--- src/rtl/sync_ctrl_pkg.sv ---
// Shared types and defaults for the time-sync control engine.
package sync_ctrl_pkg;

    localparam int unsigned DEF_TS_WIDTH  = 48;
    localparam int unsigned DEF_BYTE_W    = 8;
    localparam int unsigned DEF_CNT_WIDTH = 16;

    typedef enum logic [1:0] {
        TX_IDLE = 2'd0,
        TX_TRAN = 2'd1
    } tx_state_e;

    function automatic int unsigned ts_bytes(input int unsigned ts_w, input int unsigned byte_w);
        return ts_w / byte_w;
    endfunction

endpackage

--- src/rtl/ts_byte_serializer.sv ---
// TX side: serialises a latched timestamp MSB-first and counts requests dropped while busy.
module ts_byte_serializer
    import sync_ctrl_pkg::*;
#(
    parameter int unsigned TS_WIDTH  = DEF_TS_WIDTH,
    parameter int unsigned BYTE_W    = DEF_BYTE_W,
    parameter int unsigned CNT_WIDTH = DEF_CNT_WIDTH
) (
    input  logic                 i_clk,
    input  logic                 i_rst,
    input  logic [TS_WIDTH-1:0]  iv_clock_ts,
    input  logic                 i_clock_ts_wr,
    output logic [BYTE_W-1:0]    ov_sync_data,
    output logic                 o_sync_data_wr,
    output logic                 o_tx_busy,
    output logic [CNT_WIDTH-1:0] ov_tx_drop_cnt,
    output logic [1:0]           ov_tx_state
);

    localparam int unsigned TS_BYTES = ts_bytes(TS_WIDTH, BYTE_W);
    localparam int unsigned BC_W     = $clog2(TS_BYTES + 1);

    tx_state_e              state_q, state_d;
    logic [BC_W-1:0]        byte_cnt_q, byte_cnt_d;
    logic [TS_WIDTH-1:0]    shift_q, shift_d;
    logic [BYTE_W-1:0]      data_q, data_d;
    logic                   wr_q, wr_d;
    logic                   busy_q, busy_d;
    logic [CNT_WIDTH-1:0]   drop_q, drop_d;

    always_comb begin
        state_d    = state_q;
        byte_cnt_d = byte_cnt_q;
        shift_d    = shift_q;
        data_d     = '0;
        wr_d       = 1'b0;
        drop_d     = drop_q;
        case (state_q)
            TX_IDLE: begin
                if (i_clock_ts_wr) begin
                    // Remaining bytes are kept left-aligned so the next byte is always the top slice.
                    shift_d    = iv_clock_ts << BYTE_W;
                    data_d     = iv_clock_ts[TS_WIDTH-1 -: BYTE_W];
                    wr_d       = 1'b1;
                    byte_cnt_d = BC_W'(1);
                    state_d    = TX_TRAN;
                end
            end
            TX_TRAN: begin
                if (i_clock_ts_wr && drop_q != '1)
                    drop_d = drop_q + CNT_WIDTH'(1);
                if (byte_cnt_q < BC_W'(TS_BYTES)) begin
                    data_d     = shift_q[TS_WIDTH-1 -: BYTE_W];
                    wr_d       = 1'b1;
                    shift_d    = shift_q << BYTE_W;
                    byte_cnt_d = byte_cnt_q + BC_W'(1);
                end else begin
                    byte_cnt_d = '0;
                    state_d    = TX_IDLE;
                end
            end
            default: begin
                byte_cnt_d = '0;
                state_d    = TX_IDLE;
            end
        endcase
        // Busy also spans the idle gap cycle that closes each frame.
        busy_d = (state_d != TX_IDLE) || (state_q != TX_IDLE);
    end

    always_ff @(posedge i_clk or posedge i_rst) begin
        if (i_rst) begin
            state_q    <= TX_IDLE;
            byte_cnt_q <= '0;
            shift_q    <= '0;
            data_q     <= '0;
            wr_q       <= 1'b0;
            busy_q     <= 1'b0;
            drop_q     <= '0;
        end else begin
            state_q    <= state_d;
            byte_cnt_q <= byte_cnt_d;
            shift_q    <= shift_d;
            data_q     <= data_d;
            wr_q       <= wr_d;
            busy_q     <= busy_d;
            drop_q     <= drop_d;
        end
    end

    assign ov_sync_data   = data_q;
    assign o_sync_data_wr = wr_q;
    assign o_tx_busy      = busy_q;
    assign ov_tx_drop_cnt = drop_q;
    assign ov_tx_state    = state_q;

endmodule

--- src/rtl/sync_ctrl_engine.sv ---
// Time-sync engine: TX timestamp serialiser plus RX peer-timestamp assembly and offset compare.
module sync_ctrl_engine
    import sync_ctrl_pkg::*;
#(
    parameter int unsigned TS_WIDTH    = DEF_TS_WIDTH,
    parameter int unsigned BYTE_W      = DEF_BYTE_W,
    parameter int unsigned STICKY_MODE = 0,
    parameter int unsigned CNT_WIDTH   = DEF_CNT_WIDTH
) (
    input  logic                 i_clk,
    input  logic                 i_rst,
    input  logic [BYTE_W-1:0]    iv_app_data,
    input  logic                 i_app_data_wr,
    input  logic [TS_WIDTH-1:0]  iv_clock_ts,
    input  logic                 i_clock_ts_wr,
    input  logic [TS_WIDTH-1:0]  iv_offset_th,
    input  logic                 i_sim_ctrl_clr,
    output logic [BYTE_W-1:0]    ov_sync_data,
    output logic                 o_sync_data_wr,
    output logic                 o_tx_busy,
    output logic                 o_sim_ctrl,
    output logic [TS_WIDTH:0]    ov_offset,
    output logic                 o_cmp_valid,
    output logic [CNT_WIDTH-1:0] ov_tx_drop_cnt,
    output logic [CNT_WIDTH-1:0] ov_rx_err_cnt,
    output logic [1:0]           ov_tx_state
);

    localparam int unsigned TS_BYTES = ts_bytes(TS_WIDTH, BYTE_W);
    // One spare code above TS_BYTES so over-long bursts saturate without aliasing to a legal length.
    localparam int unsigned RXC_W    = $clog2(TS_BYTES + 2);

    logic [TS_WIDTH-1:0]  rx_ts_q, rx_ts_d;
    logic [RXC_W-1:0]     rx_cnt_q, rx_cnt_d;
    logic [TS_WIDTH:0]    offset_q, offset_d;
    logic                 sim_ctrl_q, sim_ctrl_d;
    logic                 cmp_valid_q, cmp_valid_d;
    logic [CNT_WIDTH-1:0] err_q, err_d;
    logic [TS_WIDTH-1:0]  diff;
    logic [TS_WIDTH:0]    offset_new, mag;
    logic                 exceed;

    always_comb begin
        diff       = iv_clock_ts - rx_ts_q;
        offset_new = {diff[TS_WIDTH-1], diff};
        mag        = offset_new[TS_WIDTH] ? (~offset_new + (TS_WIDTH+1)'(1)) : offset_new;
        exceed     = mag > {1'b0, iv_offset_th};

        rx_ts_d     = rx_ts_q;
        rx_cnt_d    = rx_cnt_q;
        offset_d    = offset_q;
        sim_ctrl_d  = sim_ctrl_q;
        cmp_valid_d = 1'b0;
        err_d       = err_q;

        if (i_app_data_wr) begin
            rx_ts_d = (rx_ts_q << BYTE_W) | TS_WIDTH'(iv_app_data);
            if (rx_cnt_q != '1)
                rx_cnt_d = rx_cnt_q + RXC_W'(1);
        end else if (rx_cnt_q != '0) begin
            rx_cnt_d = '0;
            if (rx_cnt_q == RXC_W'(TS_BYTES)) begin
                offset_d    = offset_new;
                cmp_valid_d = 1'b1;
                if (STICKY_MODE == 0)
                    sim_ctrl_d = exceed;
            end else if (err_q != '1) begin
                err_d = err_q + CNT_WIDTH'(1);
            end
        end

        if (STICKY_MODE != 0) begin
            if (cmp_valid_d && exceed)
                sim_ctrl_d = 1'b1;
            else if (i_sim_ctrl_clr)
                sim_ctrl_d = 1'b0;
        end
    end

    always_ff @(posedge i_clk or posedge i_rst) begin
        if (i_rst) begin
            rx_ts_q     <= '0;
            rx_cnt_q    <= '0;
            offset_q    <= '0;
            sim_ctrl_q  <= 1'b0;
            cmp_valid_q <= 1'b0;
            err_q       <= '0;
        end else begin
            rx_ts_q     <= rx_ts_d;
            rx_cnt_q    <= rx_cnt_d;
            offset_q    <= offset_d;
            sim_ctrl_q  <= sim_ctrl_d;
            cmp_valid_q <= cmp_valid_d;
            err_q       <= err_d;
        end
    end

    assign o_sim_ctrl    = sim_ctrl_q;
    assign ov_offset     = offset_q;
    assign o_cmp_valid   = cmp_valid_q;
    assign ov_rx_err_cnt = err_q;

    ts_byte_serializer #(
        .TS_WIDTH  (TS_WIDTH),
        .BYTE_W    (BYTE_W),
        .CNT_WIDTH (CNT_WIDTH)
    ) u_tx (
        .i_clk          (i_clk),
        .i_rst          (i_rst),
        .iv_clock_ts    (iv_clock_ts),
        .i_clock_ts_wr  (i_clock_ts_wr),
        .ov_sync_data   (ov_sync_data),
        .o_sync_data_wr (o_sync_data_wr),
        .o_tx_busy      (o_tx_busy),
        .ov_tx_drop_cnt (ov_tx_drop_cnt),
        .ov_tx_state    (ov_tx_state)
    );

endmodule
--- config.mk ---
export PLATFORM = sky130hd
export DESIGN_NAME = sync_ctrl_engine
export DESIGN_NICKNAME = d
export VERILOG_FILES = /design/src/rtl/sync_ctrl_pkg.sv /design/src/rtl/ts_byte_serializer.sv /design/src/rtl/sync_ctrl_engine.sv
export SDC_FILE = /design/constraint.sdc
export NUM_CORES = 1
export LEC_CHECK = 0
export CAP_MARGIN = 20
export CORE_MARGIN = 3
export CORE_UTILIZATION = 30
export DETAILED_ROUTE_END_ITERATION = 12
export PLACE_DENSITY_LB_ADDON = 0.05
export SYNTH_ARGS = -nofsm -noshare
export SYNTH_HDL_FRONTEND = slang
export SYNTH_HIERARCHICAL = 1
export SYNTH_SLANG_ARGS = --single-unit
--- constraint.sdc ---
create_clock -name i_clk -period 4.65 [get_ports i_clk]
set_input_delay 0.6975 -clock i_clk [delete_from_list [all_inputs] [get_ports i_clk]]
set_output_delay 0.6975 -clock i_clk [all_outputs]
set_load 0.03 [all_outputs]
# [Word-level counts from Yosys, hierarchy flattened]
# Cells that the tools add are included.
[classes] add_sub_neg=6 order_cmp=2 n_eq_ne=8 muxes=22 bitwise_logic=4 n_reduce_logical=13
[op_table] op="2-to-1 mux 48 bit" count=2
[op_table] op="case mux 48 bit (2 select lines)" count=1
[op_table] op="adder 49 x 1 -> 49 bit, second input constant" count=1
[op_table] op="greater-than comparator 49 x 48 -> 1 bit" count=1
[op_table] op="2-to-1 mux 49 bit" count=1
[op_table] op="NOT 49 bit" count=1
[op_table] op="bitwise OR 48 x 8 -> 48 bit" count=1
[op_table] op="subtractor 48 bit" count=1
[op_table] op="adder 16 x 1 -> 16 bit, second input constant" count=2
[op_table] op="inequality test 16 bit, second input constant" count=2
[op_table] op="2-to-1 mux 8 bit" count=2
[op_table] op="case mux 8 bit (2 select lines)" count=1
[op_table] op="2-to-1 mux 3 bit" count=5
[op_table] op="nonzero test 2 bit" count=4
[op_table] op="adder 3 x 1 -> 3 bit, second input constant" count=2
[op_table] op="case mux 3 bit (2 select lines)" count=1
[op_table] op="AND reduction 3 bit" count=2
[op_table] op="2-to-1 mux 1 bit" count=5
[op_table] op="2-to-1 mux 2 bit" count=2
[op_table] op="inequality test 2 x 1 -> 1 bit, second input constant" count=2
[op_table] op="case mux 2 bit (2 select lines)" count=1
[op_table] op="AND reduction 2 bit" count=2
[op_table] op="AND reduction 4 bit" count=1
[op_table] op="== test 3 bit, second input constant" count=1
[op_table] op="other kinds (10)" count=11
[word_totals] regBits=196 in_bits=109 output_inout_bits=95

# [Depth between registers and ports, before layout]
[logic_depth] depth_word=5 mapped_depth=25 mapped_depth_nobuf=25

# [Hierarchy]
# The synthesis kept the hierarchy.
[modules_own_cells] module="sync_ctrl_engine" n_inst=1 cells_each=1236 area_each_um2=10284.9 seq_area_each_um2=2927.8
[modules_own_cells] module="ts_byte_serializer" n_inst=1 cells_each=275 area_each_um2=3179.3 seq_area_each_um2=1776.7

# [Worst setup path before layout]
# OpenSTA, ideal clock, no wires.
[synth_timing] path_kind="input -> register" from="in iv_clock_ts[0]" to="reg sim_ctrl_q (netlist: o_sim_ctrl)" setup_ns=0.124 arrival_ns=4.894 setup_slack_ns=-0.369 cell_stages=23 path_buffers=0 cell_sequence="inv_1 ha_1 inv_1 fa_1 a21o_1 a221oi_4 a211oi_2 or3_1 a22oi_1 o221ai_1 nand4bb_2 nand4b_4 o31ai_2 xnor2_1 ha_1 a21o_1 a21o_1 a21oi_1 o21ai_0 a211oi_1 nand2_1 a211oi_1 nor2_1"
[synth_via] elab_chain_len=5
[synth_lines] item="start: declaration" line="sync_ctrl_engine.sv:14" rtl="input logic [TS_WIDTH-1:0] iv_clock_ts,"
[synth_lines] item="subtractor 48 bit (*)" line="sync_ctrl_engine.sv:44" rtl="diff = iv_clock_ts - rx_ts_q;"
[synth_lines] item="NOT 49 bit" line="sync_ctrl_engine.sv:46" rtl="mag = offset_new[TS_WIDTH] ? (~offset_new + (TS_WIDTH+1)'(1)) : offset_new;"
[synth_lines] item="adder 49 x 1 -> 49 bit" line="sync_ctrl_engine.sv:46"
[synth_lines] item="2-to-1 mux 49 bit (*)" line="sync_ctrl_engine.sv:46"
[synth_lines] item="greater-than comparator 49 x 48 -> 1 bit (*)" line="sync_ctrl_engine.sv:47" rtl="exceed = mag > {1'b0, iv_offset_th};"
[synth_lines] item="end signal: assignment" line="sync_ctrl_engine.sv:92" rtl="sim_ctrl_q <= sim_ctrl_d;"
[synth_lines] item="end: declaration" line="sync_ctrl_engine.sv:36" rtl="logic sim_ctrl_q, sim_ctrl_d;"
# Mark *: on every way between the ends. The rest lies on a longest branch, timed or not.
# A chain may end at the register's enable or synchronous reset.

# [Final worst setup path]
[layout_timing] from="in iv_clock_ts[6]" to="reg sim_ctrl_q (netlist: o_sim_ctrl)"
# The elaborated chain is that of the path after synthesis.

==> metrics.txt <==
run status finished, violations left; failing checks negative setup slack; H-tree depth 4; Core Region 43,700 um^2; DRT Wirelength 46.3 mm; Max Freq 202 MHz; WS Path Type input port to flip-flop; vias after detailed routing 12,701; setup tns final -291 ps; via/cell ratio 4.76; final setup fails 1; all-layer global routing usage 20.0%; Skew-Pair Late Insertion Delay roughly 500 ps; antenna viol nets, final 0; Critical Path AT 5330 ps; Crit path required time around 5000 ps; Filler cells 4,411; routability congestion estimate between 0.8 and 0.9; worst-margin pin slew 1090 ps; Final Max Slew Viols 0; RSZ-0062 raised after global routing yes; 1st-iter DRT viols 444; Initial Util 30.8%; post-synthesis register bit count roughly 190; Post-synth EDFFs 0; Detailed Place HPWL 37.5 mm; Port Buf Inserts 202; most used flip-flop cell after synthesis dfrtp_1; Layout Nets 2,281; syn_nets approximately 1,700; Rel. slew slack 27.5%; Worst IR Drop VDD 0.330 mV; total CTS buffers 17; post-synth cell types 102; LEAKAGE 9.49 nW; die area 47,500 um^2; Routed WL per cell 17.4 um; share of cells above drive strength 1 29.8%; PwrDens 450 nW/um^2; Ys Warns 6; Critical Path Source Type input port; FFs w/ async S/R, synth 100%; DR DRC count 0; synthesized area 13,500 um^2; first-pass GRT wire length 73.5 mm; initial antenna violation count 0; CTS tree done; period utilisation layout 106%; Die Y 218 um; drt pass-1 iters 4; number of global-route vias before repair 13,451; post-route minimum period around 4900 ps; DP Worst Slack -1290 ps; Sink Count between 150 and 200; Final Skew 12.7 ps; Power, Total 9.15 mW; max_cap viols 0; Chip Width 218 um; endpoints failing hold 0; Mean Syn Cell Area 8.91 um^2; I/O Pins roughly 200; crit path capture type flip-flop; Overflow after GRT 0; largest net degree at the start of global routing 97; Min-Delay Path Class input port to flip-flop; Clock Tree Buf Depth 2; final worst slack -291 ps; Worst-path clk slew 80 ps; Seq/Total Area, Yosys 34.9%; Syn-to-layout area delta 51.1%; final core utilization 46.5%; cells after synthesis approximately 1,500; Worst R2R Setup Slack -230 ps; CTS root buf clkbuf_16; Rows 76; Worst Path Max Fanout 3
-- cell usage after synthesis (4+ instances only) --
library cell,n,share of area [%]
dfrtp_1,188,35
clkbuf_1,26,0.72
o21a_1,11,0.61
o211a_1,5,0.37
o221ai_1,5,0.33
o211ai_1,8,0.45
or2_2,7,0.33
inv_1,118,3.3
or3_1,12,0.56
o21ai_1,30,1.1
mux2_2,20,1.7
ha_1,103,9.6
xnor2_1,70,4.6
mux2i_1,36,2.7
a211oi_1,12,0.67
nor2b_1,11,0.51
xor2_1,31,2.0
o21ai_0,134,5.0
buf_1,4,0.11
a31oi_1,10,0.46
nand2b_1,9,0.42
a21boi_0,5,0.28
and4_1,6,0.39
buf_2,15,0.56
nand2_1,216,6.0
nor2_1,49,1.4
o31ai_1,10,0.56
a21o_1,30,1.7
a21oi_1,74,2.8
o21bai_1,6,0.33
buf_4,6,0.33
nand4_1,37,1.7
nand3_1,25,0.93
a21oi_2,5,0.33
nor4_1,6,0.28
nor3_1,26,0.97
a22o_1,17,1.1
and2_1,13,0.60
a211o_1,5,0.33
and3_1,15,0.70
o2111ai_1,4,0.26
buf_6,9,0.75
-- kinds of logic after synthesis --
| kind of cell | count (synthesis) | synth area share [%] |
|---|---|---|
| mux | 57 | 4.43 |
| fa+ha+maj | 104 | 9.72 |
| buf+inv | 179 | 5.81 |
| xor+xnor | 102 | 6.69 |
| flops | 188 | 34.9 |
| other cells | 1 | 0.0279 |
| simple gates | 460 | 17.6 |
| compound gates | 420 | 20.8 |
-- cell type report --
cell class,instances,area [um^2],share of cell area [%]
multi-input combinational,1144,8830,43.4
inverter,118,447,2.20
antenna,1,2.50,0.0123
timing repair buffer,599,5020,24.6
clock buffer,18,439,2.16
clock inverter,14,181,0.892
sequential,188,4700,23.1
tap,585,732,3.60
-- through the flow --
step | hold slack, ps | std cells | cell area, um^2
4_1_cts | 453 | 2659 | 20000
6_report | 451 | 2667 | 20300
3_5_place_dp | 466 | 2619 | 18800
5_1_grt | 440 | 2666 | 20300
2_1_floorplan | 449 | 1511 | 13500
3_3_place_gp | 464 | 2619 | 18800
-- registers in the layout, indices dropped and copies added (netlist names), 2 cells and up --
signal	flops
ov_offset	48
rx_ts_q	48
u_tx/shift_q	40
ov_rx_err_cnt	16
u_tx/ov_tx_drop_cnt	16
u_tx/ov_sync_data	8
rx_cnt_q	3
u_tx/byte_cnt_q	3
u_tx/ov_tx_state	2
-- worst max-delay path, stage by stage --
cell and delay [ps]:
dlygate4sd2_1 310, ha_4 240, a211o_4 340, a21oi_4 160, buf_4 130, o21a_4 140, a21oi_4 70, or4_4 560
a311oi_4 330, and4bb_4 330, nand4_4 110, buf_4 160, buf_4 130, o41ai_4 280, xnor2_1 160, ha_1 260
nand4_1 140, nor2_1 70, a211oi_1 240, nand2_1 180, a211oi_2 190, nor2_1 70
-- power breakdown --
group | internal (mW) | total, mW | switching [mW]
Clock | 0.828 | 1.60 | 0.776
Combinational | 2.53 | 5.25 | 2.72
Sequential | 2.03 | 2.30 | 0.273
Total | 5.38 | 9.15 | 3.77
-- cells in the final DEF, fill, tap and decap left out, types with 10 or more instances in the layout --
master           count
and3_1              14
mux2_2              20
a21oi_2             22
buf_4              389
ha_1                71
clkbuf_16           17
clkdlybuf4s50_1    169
dlygate4sd2_1       23
o21a_1              11
o21ai_1             37
xor2_1              30
ha_4                27
nand3_1             25
a22o_1              17
nand4_1             37
o21ai_0            122
nor3_1              23
or3_1               10
nand2_1            211
and2_1              13
xnor2_1             69
nor2_1              49
a21o_1              30
a21oi_1             53
mux2i_1             35
dfrtp_1            188
inv_1              111
-- worst paths after layout --
check / depth (start not counted) / endpoint / from
max in group asynchronous: 3 / u_tx/shift_q[40] / i_rst
worst max register to register: 22 / o_sim_ctrl / rx_ts_q[6]
min in group asynchronous: 2 / rx_ts_q[6] / i_rst
worst max-delay path: 22 / o_sim_ctrl / iv_clock_ts[6]
worst min-delay path: 2 / u_tx/shift_q[8] / iv_clock_ts[0]
worst min register to register: 2 / rx_ts_q[43] / rx_ts_q[35]
-- routing by layer --
layer	GRT usage, %	vias to the layer above	part of all wire [%]
met4	4.48	0	1.4
met3	3.86	39	2.5
met1	24.4	6038	44
met2	36.3	138	52
met5	0	-	0
li1	-	6486	-
-- what timing repair did --
item / CTS / global route
hold buffers: 0 / 0
pin swaps: 39 / 36
setup endpoints to repair: 1 / 1
resized for setup: 106 / 71
setup buffers: 8 / 7
No activity file was read; power rests on OpenSTA's default activity.
